**src/rtl/tl_dma_arbiter.sv**
```systemverilog
// tl_dma_arbiter: round-robin arbiter funnelling NoC TileLink DMA channels onto
// one shared master port. A path is combinational with a grant lock while the
// master stalls; D responses are routed back by the master-side source (which
// carries the channel index) and the channel's original source is restored.
// Optional build macro: DMA_ARB_WATCHDOG_EN adds a per-channel response timeout.
module tl_dma_arbiter #(
  parameter int NoC       = 2,
  parameter int TL_RS     = 4,
  parameter int WD_CYCLES = 1024
) (
  input  logic                   dma_clock_i,
  input  logic                   dma_reset_i,
  input  logic [3*NoC-1:0]       sa_opcode,
  input  logic [3*NoC-1:0]       sa_param,
  input  logic [4*NoC-1:0]       sa_size,
  input  logic [TL_RS*NoC-1:0]   sa_source,
  input  logic [32*NoC-1:0]      sa_address,
  input  logic [32*NoC-1:0]      sa_data,
  input  logic [4*NoC-1:0]       sa_mask,
  input  logic [NoC-1:0]         sa_corrupt,
  input  logic [NoC-1:0]         sa_valid,
  output logic [NoC-1:0]         sa_ready,
  output logic [3*NoC-1:0]       sd_opcode,
  output logic [2*NoC-1:0]       sd_param,
  output logic [4*NoC-1:0]       sd_size,
  output logic [TL_RS*NoC-1:0]   sd_source,
  output logic [32*NoC-1:0]      sd_data,
  output logic [NoC-1:0]         sd_denied,
  output logic [NoC-1:0]         sd_corrupt,
  output logic [NoC-1:0]         sd_valid,
  input  logic [NoC-1:0]         sd_ready,
  output logic [2:0]             m_a_opcode,
  output logic [2:0]             m_a_param,
  output logic [3:0]             m_a_size,
  output logic [TL_RS-1:0]       m_a_source,
  output logic [31:0]            m_a_address,
  output logic [3:0]             m_a_mask,
  output logic [31:0]            m_a_data,
  output logic                   m_a_corrupt,
  output logic                   m_a_valid,
  input  logic                   m_a_ready,
  input  logic [2:0]             m_d_opcode,
  input  logic [1:0]             m_d_param,
  input  logic [3:0]             m_d_size,
  input  logic [TL_RS-1:0]       m_d_source,
  input  logic                   m_d_denied,
  input  logic [31:0]            m_d_data,
  input  logic                   m_d_corrupt,
  input  logic                   m_d_valid,
  output logic                   m_d_ready,
  output logic [NoC-1:0]         arb_err_o
);
  localparam int            CW    = (NoC > 1) ? $clog2(NoC) : 1;
  localparam logic [CW:0]   NOC_W = (CW+1)'(NoC);
  localparam logic [CW-1:0] LAST  = CW'(NoC - 1);

  logic [NoC-1:0]            r_out;
  logic [NoC-1:0][TL_RS-1:0] r_src;
  logic                      r_lock;
  logic [CW-1:0]             r_lock_ch;
  logic [CW-1:0]             r_ptr;
  logic [NoC-1:0]            r_err;

  logic [NoC-1:0] w_elig;
  logic [CW-1:0]  w_win;
  logic [CW:0]    w_idx;
  logic           w_found;
  logic           w_a_hs;
  logic [CW-1:0]  w_ch, w_ch_mod;
  logic           w_ch_in, w_ch_ok, w_stray, w_d_hs;

  assign w_elig = sa_valid & ~r_out;

  // Winner select: locked channel while stalled, otherwise first eligible from r_ptr.
  always_comb begin
    w_win   = '0;
    w_found = 1'b0;
    w_idx   = '0;
    if (r_lock) begin
      w_win   = r_lock_ch;
      w_found = sa_valid[r_lock_ch];  // requester withdrew: drop the grant this cycle
    end else begin
      for (int k = 0; k < NoC; k++) begin
        w_idx = {1'b0, r_ptr} + (CW+1)'(k);
        if (w_idx >= NOC_W) w_idx = w_idx - NOC_W;
        if (!w_found && w_elig[w_idx[CW-1:0]]) begin
          w_found = 1'b1;
          w_win   = w_idx[CW-1:0];
        end
      end
    end
  end

  assign m_a_valid   = dma_reset_i & w_found;
  assign w_a_hs      = m_a_valid & m_a_ready;
  assign m_a_opcode  = sa_opcode[w_win*3 +: 3];
  assign m_a_param   = sa_param[w_win*3 +: 3];
  assign m_a_size    = sa_size[w_win*4 +: 4];
  assign m_a_address = sa_address[w_win*32 +: 32];
  assign m_a_data    = sa_data[w_win*32 +: 32];
  assign m_a_mask    = sa_mask[w_win*4 +: 4];
  assign m_a_corrupt = sa_corrupt[w_win];

  // Master source carries the channel index; ready goes back to the winner only.
  always_comb begin
    m_a_source         = '0;
    m_a_source[CW-1:0] = w_win;
    sa_ready           = '0;
    if (m_a_valid) sa_ready[w_win] = m_a_ready;
  end

  // D routing: the channel index sits in the low source bits; out-of-range
  // indices fold back so error reporting always lands on a real channel.
  assign w_ch     = (NoC > 1) ? m_d_source[CW-1:0] : '0;
  assign w_ch_in  = ({1'b0, w_ch} < NOC_W);
  assign w_ch_mod = w_ch_in ? w_ch : (w_ch - NOC_W[CW-1:0]);
  assign w_ch_ok  = w_ch_in & r_out[w_ch_mod];
  assign w_stray  = dma_reset_i & m_d_valid & ~w_ch_ok;
  assign w_d_hs   = dma_reset_i & m_d_valid & w_ch_ok & sd_ready[w_ch_mod];
  // During reset responses are drained unconditionally.
  assign m_d_ready = ~dma_reset_i | w_stray | (w_ch_ok & sd_ready[w_ch_mod]);

  assign sd_opcode  = {NoC{m_d_opcode}};
  assign sd_param   = {NoC{m_d_param}};
  assign sd_size    = {NoC{m_d_size}};
  assign sd_data    = {NoC{m_d_data}};
  assign sd_denied  = {NoC{m_d_denied}};
  assign sd_corrupt = {NoC{m_d_corrupt}};
  assign sd_source  = r_src;
  assign arb_err_o  = r_err;

  // sd_valid only mirrors a live master beat towards an outstanding channel.
  always_comb begin
    sd_valid = '0;
    if (dma_reset_i && m_d_valid && w_ch_ok) sd_valid[w_ch_mod] = 1'b1;
  end

`ifdef DMA_ARB_WATCHDOG_EN
  localparam int             WDW     = $clog2(WD_CYCLES + 1);
  localparam logic [WDW-1:0] WD_LAST = WDW'(WD_CYCLES - 1);
  logic [NoC-1:0][WDW-1:0]   r_wd;
`endif

  // Outstanding tracking, source save, lock/pointer update and error pulses.
  always_ff @(posedge dma_clock_i) begin
    if (!dma_reset_i) begin
      r_out     <= '0;
      r_src     <= '0;
      r_lock    <= 1'b0;
      r_lock_ch <= '0;
      r_ptr     <= '0;
      r_err     <= '0;
`ifdef DMA_ARB_WATCHDOG_EN
      r_wd      <= '0;
`endif
    end else begin
      r_err <= '0;
      if (w_stray) r_err[w_ch_mod] <= 1'b1;
      if (w_d_hs)  r_out[w_ch_mod] <= 1'b0;
      if (w_a_hs) begin
        r_out[w_win] <= 1'b1;
        r_src[w_win] <= sa_source[w_win*TL_RS +: TL_RS];
        r_lock       <= 1'b0;
        r_ptr        <= (w_win == LAST) ? '0 : w_win + 1'b1;
      end else if (m_a_valid) begin
        r_lock    <= 1'b1;
        r_lock_ch <= w_win;
      end else begin
        r_lock <= 1'b0;
      end
`ifdef DMA_ARB_WATCHDOG_EN
      // A response arriving on the final cycle wins over the timeout.
      for (int i = 0; i < NoC; i++) begin
        if (r_out[i] && !(w_d_hs && w_ch_mod == CW'(i))) begin
          if (r_wd[i] == WD_LAST) begin
            r_out[i] <= 1'b0;
            r_err[i] <= 1'b1;
            r_wd[i]  <= '0;
          end else begin
            r_wd[i] <= r_wd[i] + 1'b1;
          end
        end else begin
          r_wd[i] <= '0;
        end
      end
`endif
    end
  end
endmodule
```
**config.mk**
```make
export PLATFORM = sky130hd
export DESIGN_NAME = tl_dma_arbiter
export DESIGN_NICKNAME = d
export VERILOG_FILES = /design/src/rtl/tl_dma_arbiter.sv
export SDC_FILE = /design/constraint.sdc
export NUM_CORES = 1
export LEC_CHECK = 0
export CAP_MARGIN = 20
export CORE_AREA = 2 2 156 158
export DETAILED_ROUTE_END_ITERATION = 16
export DIE_AREA = 0 0 158 160
export GPL_TIMING_DRIVEN = 0
export PLACE_DENSITY = 0.47
export SYNTH_ARGS = -nofsm -noshare
export SYNTH_HDL_FRONTEND = slang
export SYNTH_SLANG_ARGS = --single-unit
```
**constraint.sdc**
```tcl
create_clock -name dma_clock_i -period 1.9 [get_ports dma_clock_i]
set_input_delay 0.38 -clock dma_clock_i [delete_from_list [all_inputs] [get_ports dma_clock_i]]
set_output_delay 0.38 -clock dma_clock_i [all_outputs]
set_load 0.05 [all_outputs]
```
-- Yosys cells after proc, flatten, opt, wreduce, memory -nomap -nowiden
Index checks and enable logic that the tools add are counted.
- mux-type cells: 37
- reductions and logical operators: 9
- magnitude comparators: 9
- add/subtract/negate cells: 4
- shifts and indexed selects: 7
- $mul: 1
- bitwise logic cells: 18
- operator list (operator ; count):
    64-bit by 7-bit variable part select with 32-bit output ; 2
    1-bit 2-to-1 mux ; 27
    8-bit by 4-bit variable part select with 4-bit output ; 3
    6-bit by 4-bit variable part select with 3-bit output ; 2
    1-bit by 2-bit < comparator with 1-bit output (second input constant) ; 5
    2-bit 2-to-1 mux ; 5
    8-bit bitwise mux ; 1
    1-bit AND ; 7
    2-bit AND ; 3
    1-bit logical AND ; 5
    4-bit demux with 1-bit select ; 1
    4-bit 2-to-1 mux ; 1
    2-bit NOT ; 2
    2-bit AND reduction ; 2
    1-bit by 2-bit multiplier with 3-bit output (second input constant) ; 1
    1-bit NOT ; 3
    1-bit by 1-bit adder with 2-bit output (second input constant) ; 1
    1-bit demux with 1-bit select ; 2
    1-bit greater-or-equal comparator (second input constant) ; 2
    1-bit by 2-bit greater-or-equal comparator with 1-bit output (second input constant) ; 1
    2-bit greater-or-equal comparator (second input constant) ; 1
    1-bit bitwise OR ; 2
    2-bit bitwise OR ; 1
    2-bit OR reduction ; 1
    3 further kinds ; 4
- flip-flop bits (word level): 15
- output and inout bits: 185
- logic and storage cells: 92
- input bits: 221

-- Logic depth before layout (Yosys ltp)
Gate-level depths: netlist of run 1.
- depth after elaboration: 17
- gate-level depth with buffers: 6
- gate-level depth less buffers: 4

-- Least setup slack after synthesis of run 1
Ideal clock, no wire load.
- path kind: in2out
- start: input port m_d_valid
- end: output port sd_valid[0]
- path buffers: 0
- required time: 1520 ps
- cell stages on the path: 2
- data arrival time: 1602 ps
- setup slack: -82 ps
- cells stage by stage: nand2_1 > nor3b_1
- longest elaborated chain between the ends: 3
- ends and longest elaborated chain (element ; RTL line ; RTL):
    from (decl) ; 49 ; input logic m_d_valid,
    1-bit logical AND (2 in series) ; 135 ; if (dma_reset_i && m_d_valid && w_ch_ok) sd_valid[w_ch_mod] = 1'b1;
    2-bit 2-to-1 mux ; 135 ;
    to (decl) ; 30 ; output logic [NoC-1:0] sd_valid,
No other way between the ends.

-- Worst setup path after layout of run 1
- start: register r_out[1]
- end: output port m_a_address[2]
- longest elaborated chain between the ends: 11
- elaborated cells on any way between the ends: 14
- those cells by class: shift (1); mux (9); bitwise (2); reduce/logical (2)
- ends and longest elaborated chain (element ; RTL line ; RTL):
    from (decl) ; 57 ; logic [NoC-1:0] r_out;
    from (signal assigned) ; 147 ; r_out <= '0;
    from (signal, indexed assignment) ; 159 ; if (w_d_hs) r_out[w_ch_mod] <= 1'b0;
    from (signal, indexed assignment) ; 161 ; r_out[w_win] <= 1'b1;
    2-bit NOT * ; 72 ; assign w_elig = sa_valid & ~r_out;
    2-bit AND * ; 72 ;
    1-bit 2-to-1 mux (not written as such) (2 in series) ; 86 ; if (!w_found && w_elig[w_idx[CW-1:0]]) begin
    1-bit 2-to-1 mux ; 86 ;
    1-bit 2-to-1 mux ; 79 ; if (r_lock) begin
    1-bit logical NOT ; 86 ;
    1-bit logical AND ; 86 ;
    1-bit 2-to-1 mux * ; 86 ;
    1-bit 2-to-1 mux * ; 79 ;
    64-bit by 7-bit variable part select with 32-bit output * ; 99 ; assign m_a_address = sa_address[w_win*32 +: 32];
    to (decl) ; 36 ; output logic [31:0] m_a_address,
Mark *: on every way between the ends. The rest lies on a longest branch, timed or not. The select of a mux whose other input is x is not followed.

==> results of run 1 <==
-- timing repair --
action,CTS,global route
pin swaps,2,4
resized for setup,817,24
endpoints found under the setup margin,86,89
setup buffers,24,3
cloned,9,0
-- path summary, 6_finish.rpt --
check | end | slack, ns | cells after the start
max | m_a_address[2] | -0.51 | 9
min | sd_source[5] | 0.46 | 2
max reg2reg | sd_source[0] | 0.13 | 9
min reg2reg | sd_source[5] | 0.46 | 2
-- worst max-delay path: stages, from the launching register on --
cell and delay, ns:
dfxtp_4 0.34, nand2b_4 0.16, o31ai_4 0.19, buf_4 0.15
buf_6 0.10, buf_12 0.13, buf_12 0.12, buf_16 0.12
mux2_4 0.31, buf_8 0.15
-- metal layers --
layer,GRT usage,vias up
li1,-,1569
met1,0.113,1498
met2,0.208,200
met3,0.0396,6
met4,0.00737,0
met5,0,-
-- state kept, by name (all words and copies together) (netlist names) --
register	count
r_out	2
r_lock_ch	1
r_ptr	1
r_lock	1
arb_err_o	2
sd_source	8
-- cell type report --
type,instances,area [um^2],area share
Timing Repair Buffer,385,4400,0.577
Multi-Input combinational cell,135,1600,0.209
Buffer,96,785,0.103
Tap cell,324,405,0.0531
Sequential cell,15,310,0.0406
Clock buffer,4,78.8,0.0103
Inverter,13,53.8,0.00704
Antenna cell,1,2.50,0.000328
-- synthesized netlist by cell type, types with 2 or more instances --
cell,n,share of area
o21ai_0,3,0.0063
dfxtp_1,15,0.13
nand2b_1,2,0.0053
buf_4,99,0.31
nand3_1,2,0.0042
mux2i_1,10,0.042
a211o_1,2,0.0074
inv_1,13,0.021
buf_6,2,0.0095
or3_1,2,0.0053
nor3b_1,3,0.0095
a21o_1,2,0.0063
nand2_1,16,0.025
mux2_2,80,0.38
a21oi_1,4,0.0085
-- power breakdown --
part	internal [mW]	switching [mW]	total, mW
Clock	0.285	0.135	0.420
Sequential	0.335	0.0146	0.350
Combinational	1.66	1.66	3.32
Total	2.28	1.81	4.09
-- stage by stage --
step                      cells  setup slack, ns
after global routing        972           -0.575
final                       973           -0.508
after detailed placement    945            -1.38
after floorplan             265          -0.0354
after global placement      945            -1.40
after CTS                   982           -0.566
-- cells by family after synthesis --
logic type | synth area share
simple gates | 0.0613
compound gates | 0.0418
mux | 0.423
buf+inv | 0.346
other cells | 0.00158
flops | 0.127
==> results by group, run 1 <==
Outcome
  – Outcome: finished with violations
  – Violated checks: negative setup slack

Cells and area
  – Layout area overhead: 223%
  – Most common cell after layout, fill and taps aside: clkdlybuf4s50_1
  – Most frequent cells in the layout: 264 x clkdlybuf4s50_1, 96 x buf_4, 85 x buf_8
  – Final core occ: 0.321
  – Final Cell Area: 0.00764 mm^2
  – Fin nets: 870
  – Layout cells sized above 1: 0.477
  – # fillers: 2511

Min path
  – Hold WC Path Type: register to register
  – Min-delay src: sd_source[5]

Route
  – Met2 WL post-DR: 7930 um
  – Post-DR vias/cell: 3.36
  – WL met3: 1730 um
  – # DRC: 0
  – Final ANT Viol Nets: 0
  – DR iter-0 viols: 66
  – DR vias: 3273
  – Detailed Route WL: 15100 um
  – Wire per inst: 15.5 um
  – Routed met1 length: 5330 um
  – Top layer in use: met4
  – 1st-pass router iterations: 3

Global routing
  – GRT overflow: 0
  – Largest net degree at the start of global routing: 11
  – GRT Total Usage: 0.107
  – First-pass GRT wire length: 20500 um
  – Initial antenna violation count: 1
  – Vias in the first global route: 3446

Placed design
  – Placed instance area: 0.00635 mm^2
  – Port buffer count: 356
  – GPL Wtd Cong: 0.676
  – HPWL Detailed: 11900 um

Power and ir drop
  – Peak supply drop: 0.000334 V
  – Leak: 3.40 nW
  – Overall Power: 4.09 mW
  – Power Dens Cells: 536 mW/mm^2

Timing
  – Fin. Hold Viols: 0
  – Slew headroom: 0.639
  – RSZ-0062 raised after global routing: yes
  – Fmax: 415 MHz
  – Setup_tns: -31.44 ns
  – Final Slew Violations: 0
  – Min Tclk post-route: 2.41 ns
  – Worst hold-check slack: 0.461 ns
  – Count of final setup violators: 82
  – Slew @ Worst Pin: 0.540 ns
  – Worst Setup Slack, final: -0.508 ns
  – Final Cycle Share: 1.27
  – Setup Skew: 0.00170 ns

Critical path
  – Worst-path fanout max: 5
  – Worst Setup Path Type: register to primary output
  – Worst reg2reg startpoint: r_out[0]
  – Data arrival, critical path: 2.03 ns
  – Startpoint Class: register
  – Worst setup EP type: primary output
  – Worst Setup SP: r_out[1]
  – Crit path required time: 1.52 ns

Clocking
  – H-tree depth: 1
  – Clock latency on the worst-skew pair: 0.24 ns
  – Clock buffer depth: 2
  – Root Buffer: clkbuf_16
  – Num CTS Buffers: 3
  – CTS tree: yes
  – Worst-path clk slew: 0.05 ns
  – Cts hold-fix bufs: 0
  – Sink Count: 15

Synth
  – Register area share after synthesis: 0.127
  – Number of synthesized register bits: 15
  – EDFF count, synth: 0
  – Ys flop type: dfxtp_1
  – Post-synthesis async set-or-reset flop share: 0
  – Synthesized area: 0.00237 mm^2
  – Synth warnings: 0
  – Post-synthesis cell type count: 23
  – Cell count after synthesis: 263
  – Syn Area/Cell: 9.00 um^2

Floorplanning
  – Die area: 0.0253 mm^2
  – Top Ports: 406
  – Die height: 160 um
  – # rows: 57
  – Die X: 158 um
  – Placeable Area: 0.0238 mm^2
  – Initial core utilization: 0.0994

Job
  – Max-cap violation count: 0
Note: power is estimated with default switching activity, not from simulation.
==> run 2, diff against run 1 <==
--- a/config.mk
+++ b/config.mk
@@ -5,6 +5,7 @@
 export SDC_FILE = /design/constraint.sdc
 export NUM_CORES = 1
 export LEC_CHECK = 0
+export ABC_CLOCK_PERIOD_IN_PS = 1900
 export CAP_MARGIN = 20
 export CORE_AREA = 2 2 156 158
 export DETAILED_ROUTE_END_ITERATION = 16
==> results of run 2 <==
The final DEF is identical to that of run 1; final timing and power are the same.
==> run 3, diff against run 2 <==
--- a/config.mk
+++ b/config.mk
@@ -5,7 +5,7 @@
 export SDC_FILE = /design/constraint.sdc
 export NUM_CORES = 1
 export LEC_CHECK = 0
-export ABC_CLOCK_PERIOD_IN_PS = 1900
+export ABC_CLOCK_PERIOD_IN_PS = 2440
 export CAP_MARGIN = 20
 export CORE_AREA = 2 2 156 158
 export DETAILED_ROUTE_END_ITERATION = 16
==> constraint.sdc (replaced) <==
create_clock -name dma_clock_i -period 2.44 [get_ports dma_clock_i]
set_input_delay 0.488 -clock dma_clock_i [delete_from_list [all_inputs] [get_ports dma_clock_i]]
set_output_delay 0.488 -clock dma_clock_i [all_outputs]
set_load 0.05 [all_outputs]
==> results by group, run 3 (synthesized netlist as in run 1, its figures left out) <==
Outcome
  – Outcome: finished with violations
  – Violated checks: negative setup slack

Timing
  – Setup_tns: -1.22 ns
  – Min Tclk post-route: 2.50 ns
  – Fin. Hold Viols: 0
  – Worst Setup Slack, final: -0.0643 ns
  – Fmax: 399 MHz
  – Worst hold-check slack: 0.456 ns
  – Final Cycle Share: 1.03
  – Count of final setup violators: 37
  – Slew headroom: 0.597
  – RSZ-0062 raised after global routing: yes
  – Setup Skew: 0.00205 ns
  – Final Slew Violations: 0
  – Slew @ Worst Pin: 0.602 ns

Cells and area
  – Final Cell Area: 0.00711 mm^2
  – # fillers: 2564
  – Layout cells sized above 1: 0.458
  – Cell Count, Final, Fillers Out: 964
  – Fin nets: 862
  – Layout area overhead: 200%
  – Max reg flops: 8
  – Most frequent cells in the layout: 266 x clkdlybuf4s50_1, 102 x buf_4, 45 x buf_6
  – Register area: 305 um^2
  – Area of the multi-input gates: 0.00142 mm^2
  – Antenna Cells: 0
  – Most common cell after layout, fill and taps aside: clkdlybuf4s50_1
  – Final core occ: 0.298

Route
  – Post-DR vias/cell: 3.27
  – Detailed Route WL: 14400 um
  – # DRC: 0
  – DR vias: 3155
  – 1st-pass router iterations: 4
  – Final ANT Viol Nets: 0
  – Wire per inst: 14.9 um
  – DR iter-0 viols: 59

Floorplanning
  – # rows: 57
  – Die area: 0.0253 mm^2
  – Top Ports: 406
  – Die X: 158 um
  – Initial core utilization: 0.0994
  – Placeable Area: 0.0238 mm^2
  – Die height: 160 um

Clocking
  – Clock latency on the worst-skew pair: 0.25 ns
  – Root Buffer: clkbuf_16
  – CTS tree: yes
  – Worst-path clk slew: 0.05 ns
  – Clock buffer depth: 2
  – Sink Count: 15
  – H-tree depth: 1
  – Num CTS Buffers: 3

Power and ir drop
  – Clk pwr share: 0.111
  – Combinational Power Share: 0.797
  – Overall Power: 2.96 mW
  – Sequential fraction of design power: 0.092
  – NetSw: 1.36 mW
  – Leak: 3.11 nW
  – Switching Share: 0.458
  – Peak supply drop: 0.000187 V
  – Internal power: 1.61 mW
  – Power Dens Cells: 417 mW/mm^2

Critical path
  – Worst setup EP type: primary output
  – Worst-path fanout max: 10
  – Data arrival, critical path: 2.02 ns
  – Crit path required time: 1.95 ns
  – Startpoint Class: register
  – CP peak stage delay: 0.35 ns
  – Worst reg2reg startpoint: r_out[1]
  – Slowest-stage cell, CP: mux2_2
  – Worst path most repeated cell: buf_12
  – Worst Setup SP: r_out[1]
  – Worst Setup Path Type: register to primary output
  – CP Cell Sequence: nand2b_4 -> o31ai_4 -> buf_6 -> buf_12 -> buf_12 -> buf_12 -> mux2_2 -> buf_6

Global routing
  – GRT Total Usage: 0.0994
  – Largest net degree at the start of global routing: 11
  – Initial antenna violation count: 0
  – First-pass GRT wire length: 18800 um
  – Vias in the first global route: 3021
  – GRT overflow: 0

Job
  – Max-cap violation count: 0

Placed design
  – Placed Cells incl. Taps: 945
  – Pre-CTS worst setup slack: -1.04 ns
  – GPL Wtd Cong: 0.746
  – HPWL Detailed: 12000 um
  – Placed instance area: 0.00634 mm^2
  – Port buffer count: 356

Min path
  – Min-delay src: sd_source[1]
  – Hold WC Path Type: register to register
run 3: final timing paths:
path | to | slack (ns) | cells after the start
min reg2reg | sd_source[1] | 0.46 | 2
min | sd_source[1] | 0.46 | 2
max | m_a_address[18] | -0.06 | 8
max reg2reg | sd_source[0] | 0.94 | 6
run 3: final cells by class:
| cell class | instances | area share |
|---|---|---|
| Inverter | 13 | 0.00686 |
| Tap cell | 324 | 0.0570 |
| Sequential cell | 15 | 0.0429 |
| Buffer | 102 | 0.124 |
| Timing Repair Buffer | 371 | 0.558 |
| Multi-Input combinational cell | 135 | 0.200 |
| Clock buffer | 3 | 0.0106 |
| Clock inverter | 1 | 0.000704 |
run 3: per-layer routing:
layer	GRT usage	up-vias	routed length, um
met5	0	-	0
met4	0.0147	0	140
met3	0.0331	4	1670
met2	0.195	188	7560
met1	0.102	1410	4980
li1	-	1553	-
run 3: what timing repair did:
item,CTS,global route
gates cloned,4,1
pin swaps,0,1
setup buffers,8,5
resized for setup,621,89
endpoints found under the setup margin,86,81
hold buffers,0,0
run 3: power by group through the flow:
stage | Clock, mW | Combinational, mW | Sequential, mW
finish | 0.328 | 2.36 | 0.273
global route | 0.357 | 2.45 | 0.275
CTS | 0.345 | 2.28 | 0.274
detailed placement | 0 | 2.06 | 0.277
global placement | 0 | 2.06 | 0.277
floorplan | 0 | 1.24 | 0.311
run 3: critical path, delay by kind of cell, from the launching register on:
kind | cells | cell delay [ns]
AOI/OAI and AO/OA | 1 | 0.26
buffers and inverters | 5 | 0.66
DFF | 1 | 0.34
muxes | 1 | 0.35
and+or+nand+nor | 1 | 0.15
